## src/rtl/commutation_scheduler.sv

```systemverilog
// Sequences commutation load requests A/B/C across a programmable switching period.
// Latency: outputs registered, change on the edge that starts each counter cycle.
// Backpressure: none; enable is sampled every clock, period parameters at period start.
module commutation_scheduler #(
    parameter int CNT_W     = 12,
    parameter int MIN_DWELL = 13
) (
    input  logic             clk,
    input  logic             rst,
    input  logic             enable,
    input  logic [CNT_W-1:0] period,
    input  logic [CNT_W-1:0] t_a,
    input  logic [CNT_W-1:0] t_b,
    output logic [1:0]       desired_load,
    output logic             period_tick,
    output logic             fault,
    output logic             busy
);
    localparam logic [1:0]     LOAD_A = 2'b01;
    localparam logic [1:0]     LOAD_B = 2'b10;
    localparam logic [1:0]     LOAD_C = 2'b11;
    localparam logic [CNT_W:0] DWELL  = (CNT_W+1)'(MIN_DWELL);

    typedef enum logic [1:0] {IDLE, RUN, FAULT} state_t;

    state_t           state;
    logic [CNT_W-1:0] cnt;
    logic [CNT_W-1:0] period_s;
    logic [CNT_W-1:0] ta_s;
    logic [CNT_W-1:0] tb_s;
    logic [CNT_W-1:0] tc_s;

    logic [CNT_W:0]   ab_sum;
    logic [CNT_W:0]   tc_full;
    logic             in_valid;
    logic             at_wrap;
    logic             period_edge;
    logic             do_start;
    logic             do_fault;
    logic [CNT_W-1:0] cnt_nx;

    // Segment in force at counter c: the last active segment whose start has been
    // reached, or the first active one while leading segments are skipped.
    function automatic logic [1:0] seg_at(input logic [CNT_W-1:0] c,
                                          input logic [CNT_W-1:0] ta,
                                          input logic [CNT_W-1:0] tb,
                                          input logic [CNT_W-1:0] tc);
        logic [CNT_W:0] b_start;
        logic [CNT_W:0] c_start;
        logic           a_on;
        logic           b_on;
        logic           c_on;
        logic [1:0]     r;
        b_start = {1'b0, ta};
        c_start = {1'b0, ta} + {1'b0, tb};
        a_on    = {1'b0, ta} >= DWELL;
        b_on    = {1'b0, tb} >= DWELL;
        c_on    = {1'b0, tc} >= DWELL;
        r       = a_on ? LOAD_A : (b_on ? LOAD_B : LOAD_C);
        if (b_on && {1'b0, c} >= b_start) r = LOAD_B;
        if (c_on && {1'b0, c} >= c_start) r = LOAD_C;
        return r;
    endfunction

    always_comb begin
        ab_sum   = {1'b0, t_a} + {1'b0, t_b};
        tc_full  = {1'b0, period} - ab_sum;
        in_valid = (ab_sum <= {1'b0, period}) &&
                   ({1'b0, t_a} >= DWELL || {1'b0, t_b} >= DWELL || tc_full >= DWELL);
    end

    assign at_wrap     = (cnt == period_s - CNT_W'(1));
    assign cnt_nx      = cnt + CNT_W'(1);
    assign period_edge = enable && ((state == IDLE) || (state == RUN && at_wrap));
    assign do_start    = period_edge && in_valid;
    assign do_fault    = period_edge && !in_valid;

    always_ff @(posedge clk) begin
        period_tick <= 1'b0;
        if (rst) begin
            state        <= IDLE;
            cnt          <= '0;
            period_s     <= '0;
            ta_s         <= '0;
            tb_s         <= '0;
            tc_s         <= '0;
            desired_load <= 2'b00;
            fault        <= 1'b0;
            busy         <= 1'b0;
        end else if (do_start) begin
            state        <= RUN;
            busy         <= 1'b1;
            cnt          <= '0;
            period_tick  <= 1'b1;
            period_s     <= period;
            ta_s         <= t_a;
            tb_s         <= t_b;
            tc_s         <= tc_full[CNT_W-1:0];
            desired_load <= seg_at('0, t_a, t_b, tc_full[CNT_W-1:0]);
        end else if (do_fault) begin
            // desired_load is deliberately left alone to keep a conducting path
            state <= FAULT;
            fault <= 1'b1;
            busy  <= 1'b0;
        end else begin
            case (state)
                RUN: begin
                    if (at_wrap) begin
                        state <= IDLE;
                        busy  <= 1'b0;
                    end else begin
                        cnt          <= cnt_nx;
                        desired_load <= seg_at(cnt_nx, ta_s, tb_s, tc_s);
                    end
                end
                FAULT: begin
                    if (!enable) begin
                        state <= IDLE;
                        fault <= 1'b0;
                    end
                end
                default: state <= IDLE;
            endcase
        end
    end
endmodule

```

## config.mk

```make
export PLATFORM = sky130hd
export DESIGN_NAME = commutation_scheduler
export DESIGN_NICKNAME = d
export VERILOG_FILES = /design/src/rtl/commutation_scheduler.sv
export SDC_FILE = /design/constraint.sdc
export NUM_CORES = 1
export LEC_CHECK = 0
export CELL_PAD_IN_SITES_DETAIL_PLACEMENT = 1
export CELL_PAD_IN_SITES_GLOBAL_PLACEMENT = 1
export CORE_ASPECT_RATIO = 0.7
export CORE_UTILIZATION = 48
export DETAILED_ROUTE_END_ITERATION = 12
export GPL_TIMING_DRIVEN = 0
export PLACE_DENSITY_LB_ADDON = 0.1
export SLEW_MARGIN = 20
export SYNTH_ARGS = -nofsm -noshare
export SYNTH_HDL_FRONTEND = slang
export SYNTH_SLANG_ARGS = --single-unit
```

## constraint.sdc

```tcl
create_clock -name clk -period 15.4 [get_ports clk]
set_clock_uncertainty 0.05 [all_clocks]
set_input_delay 4.62 -clock clk [delete_from_list [all_inputs] [get_ports clk]]
set_output_delay 4.62 -clock clk [all_outputs]
set_load 0.02 [all_outputs]
```

==> results.sh <==
export IMPL_arrival_ns=10.65
export IMPL_syn_num_nets=808
export IMPL_drt_total_wl_um=19600
export IMPL_firstDrtPassIters=5
export IMPL_cts_setup_buffers=0
export IMPL_max_freq_mhz=95.2
export IMPL_cts_made_buffers=9
export IMPL_highest_layer="met4"
export IMPL_grt_antenna_before_repair=0
export IMPL_clock_root_buffer="clkbuf_16"
export IMPL_drive_gt1_share_pct=6.15
export IMPL_min_period_ns=10.50
export IMPL_worst_setup_path_type="in2reg"
export IMPL_viasPerCell=6.26
export IMPL_hold_path_class="reg2reg"
export IMPL_drt_iter0_drc=502
export IMPL_start_util_pct=50.1
export IMPL_nets=862
export IMPL_cts_path_max_buffers=2
export IMPL_grt_max_degree=11
export IMPL_synth_distinct_cells=74
export IMPL_slew_headroom_pct=34.5
export IMPL_antenna_cells=0
export IMPL_dieArea_um2=12100
export IMPL_setup_tns_ns=0
export IMPL_finalPower_mw=0.708
export IMPL_cts_sinks=67
export IMPL_wl_met3_um=965
export IMPL_area_growth_pct=16.0
export IMPL_ios=44
export IMPL_ys_ff_latch=67
export IMPL_cts_resized=0
export IMPL_die_x_um=131
export IMPL_synthFlopType="dfxtp_1"
export IMPL_die_y_um=92.5
export IMPL_core_rowCount=32
export IMPL_yosys_warnings=0
export IMPL_cts_hold_fix_buffers=0
export IMPL_coreArea_um2=11200
export IMPL_wl_per_cell_um=21.4
export IMPL_critPathMaxFanout=10
export IMPL_grt_setup_unrepaired="no"
export IMPL_fin_ws_ns=4.90
export IMPL_wl_met2_um=8840
export IMPL_ir_worst_vdd_v=0.0000628
export IMPL_syn_avg_cell_area_um2=7.96
export IMPL_async_flop_share_pct=0
export IMPL_max_cap_violations=0
export IMPL_synthCells=705
export IMPL_ant_nets=0
export IMPL_h_tree_depth=3
export IMPL_grt_pass1_vias=5772
export IMPL_drc=0
export IMPL_hold_violations=0
export IMPL_grt_pass1_wl_um=30900
export IMPL_layout_worst_path_cycle_share_pct=68.2
export IMPL_grt_overflow_total=0
export IMPL_tightest_slew_ns=0.982
export IMPL_critPathCaptureType="flip-flop"
export IMPL_power_density_nw_per_um2=109
export IMPL_final_fill_count=1374
export IMPL_seq_area_um2=1340
export IMPL_crit_required_ns=15.55
export IMPL_synth_edf_count=0
export IMPL_power_leakage_nw=2.64
export IMPL_final_common_cell="a21oi_1"
export IMPL_status="finished clean"
export IMPL_hpwl_um=15600
export IMPL_cp_start_kind="input pin"
export IMPL_place_congestion=0.928
export IMPL_most_common_layout_cells="76 x a21oi_1, 67 x dfxtp_1, 62 x nand3_1, 61 x ha_1, 49 x o21ai_0"
export IMPL_netlist_area_um2=5610
export IMPL_finalSetupViolCount=0
export IMPL_grt_util_all_layers_pct=32.9
export IMPL_vias=5745
export IMPL_clk_latency_ns=0.33
export IMPL_seq_area_frac_synth_pct=23.9
export IMPL_cts_tree="yes"
export IMPL_clk_pin_slew_ns=0.05
export IMPL_dp_slack_ns=4.77
export IMPL_port_buffers=43
export IMPL_wl_met1_um=9550
export IMPL_multi_input_area_um2=3960
export IMPL_slew_viol_final=0
registers in the layout, summed over array words and instances, names as in the netlist:
name	cells
busy	1
desired_load	2
fault	1
state	2
period_s	12
period_tick	1
cnt	12
tb_s	12
tc_s	12
ta_s	12
cell usage after synthesis (3+ instances only):
library cell / n / share of area [%]
and3_1: 9 / 1.0
nor3_1: 27 / 2.4
o21a_1: 5 / 0.67
inv_1: 32 / 2.1
a21o_1: 18 / 2.4
o21ai_0: 49 / 4.4
nand2_1: 34 / 2.3
a21oi_1: 76 / 6.8
o21bai_1: 6 / 0.80
dfxtp_1: 67 / 24
buf_4: 4 / 0.53
a221oi_1: 5 / 0.78
clkbuf_1: 16 / 1.1
nor2b_1: 8 / 0.89
a211oi_1: 7 / 0.94
nor2_1: 32 / 2.1
a31oi_1: 5 / 0.56
fa_1: 3 / 1.1
o21ai_1: 13 / 1.2
xnor2_1: 28 / 4.4
buf_2: 12 / 1.1
buf_6: 3 / 0.60
ha_1: 61 / 14
o211ai_1: 7 / 0.94
nor4_1: 16 / 1.8
o22ai_1: 3 / 0.33
nand2b_1: 9 / 1.0
a211o_1: 3 / 0.47
nand3_1: 62 / 5.5
xor2_1: 32 / 5.0
through the flow:
| stage | util, % | cell area (µm²) | std cells | hold slack [ns] |
|---|---|---|---|---|
| after floorplan | - | 5610 | 705 | 0.394 |
| after global placement | 55.6 | 6240 | 901 | 0.409 |
| after detailed placement | 55.6 | 6240 | 901 | 0.418 |
| after CTS | 58.1 | 6510 | 917 | 0.426 |
| after global routing | 58.1 | 6510 | 917 | 0.450 |
| final | 58.1 | 6510 | 917 | 0.428 |
cell type report:
type | count | area share [%]
plain buffers | 36 | 2.90
multi-input cells | 570 | 60.9
clock inverters | 2 | 0.154
clock buffers | 14 | 4.06
flip-flops and latches | 67 | 20.6
inverters | 32 | 1.85
well taps | 153 | 2.94
repair buffers | 43 | 6.61
worst max-delay path, cell delays in order:
cell and delay (ns):
clkdlybuf4s50_1 0.47, ha_1 0.27, fa_1 0.44, a211oi_1 0.32, o21ai_0 0.20, a21oi_1 0.25, inv_1 0.07, a21oi_1 0.23
xor2_1 0.41, ha_1 0.37, and4_1 0.24, a221oi_1 0.82, a31oi_1 0.17, a2111oi_2 0.75, a211oi_4 0.14, buf_4 0.22
nor3_1 0.51, a221oi_2 0.14
path summary, 6_finish.rpt:
check / start / to / slack (ns) / depth (start not counted)
hold reg to reg: tc_s[6]$_SDFFE_PP0P_ / tc_s[6]$_SDFFE_PP0P_ / 0.43 / 2
setup reg to reg: ta_s[0]$_SDFFE_PP0P_ / desired_load[0]$_SDFFE_PP0P_ / 11.20 / 19
setup / recovery: t_a[0] / desired_load[1]$_SDFFE_PP0P_ / 4.90 / 18
hold / removal: tc_s[6]$_SDFFE_PP0P_ / tc_s[6]$_SDFFE_PP0P_ / 0.43 / 2
report_power, final:
| group | leakage, nW | total, mW | internal [mW] | switching, mW |
|---|---|---|---|---|
| Combinational | 1.96 | 0.305 | 0.123 | 0.181 |
| Clock | 0.137 | 0.192 | 0.117 | 0.0750 |
| Sequential | 0.544 | 0.211 | 0.192 | 0.0190 |
logic make-up after synthesis:
kind of cell / share of synthesized area [%]
mux: 0.379
xor+xnor: 9.76
fa+ha+maj: 14.8
compound gates: 25.3
buf+inv: 5.50
flops: 23.9
simple gates: 20.3
routing by layer:
layer | vias to the layer above | global-route usage (%)
met1 | 2857 | 45.0
li1 | 2714 | -
met5 | - | 0
met4 | 0 | 6.78
met3 | 25 | 4.98
met2 | 149 | 55.0
Power figures use the tool's default switching activity.
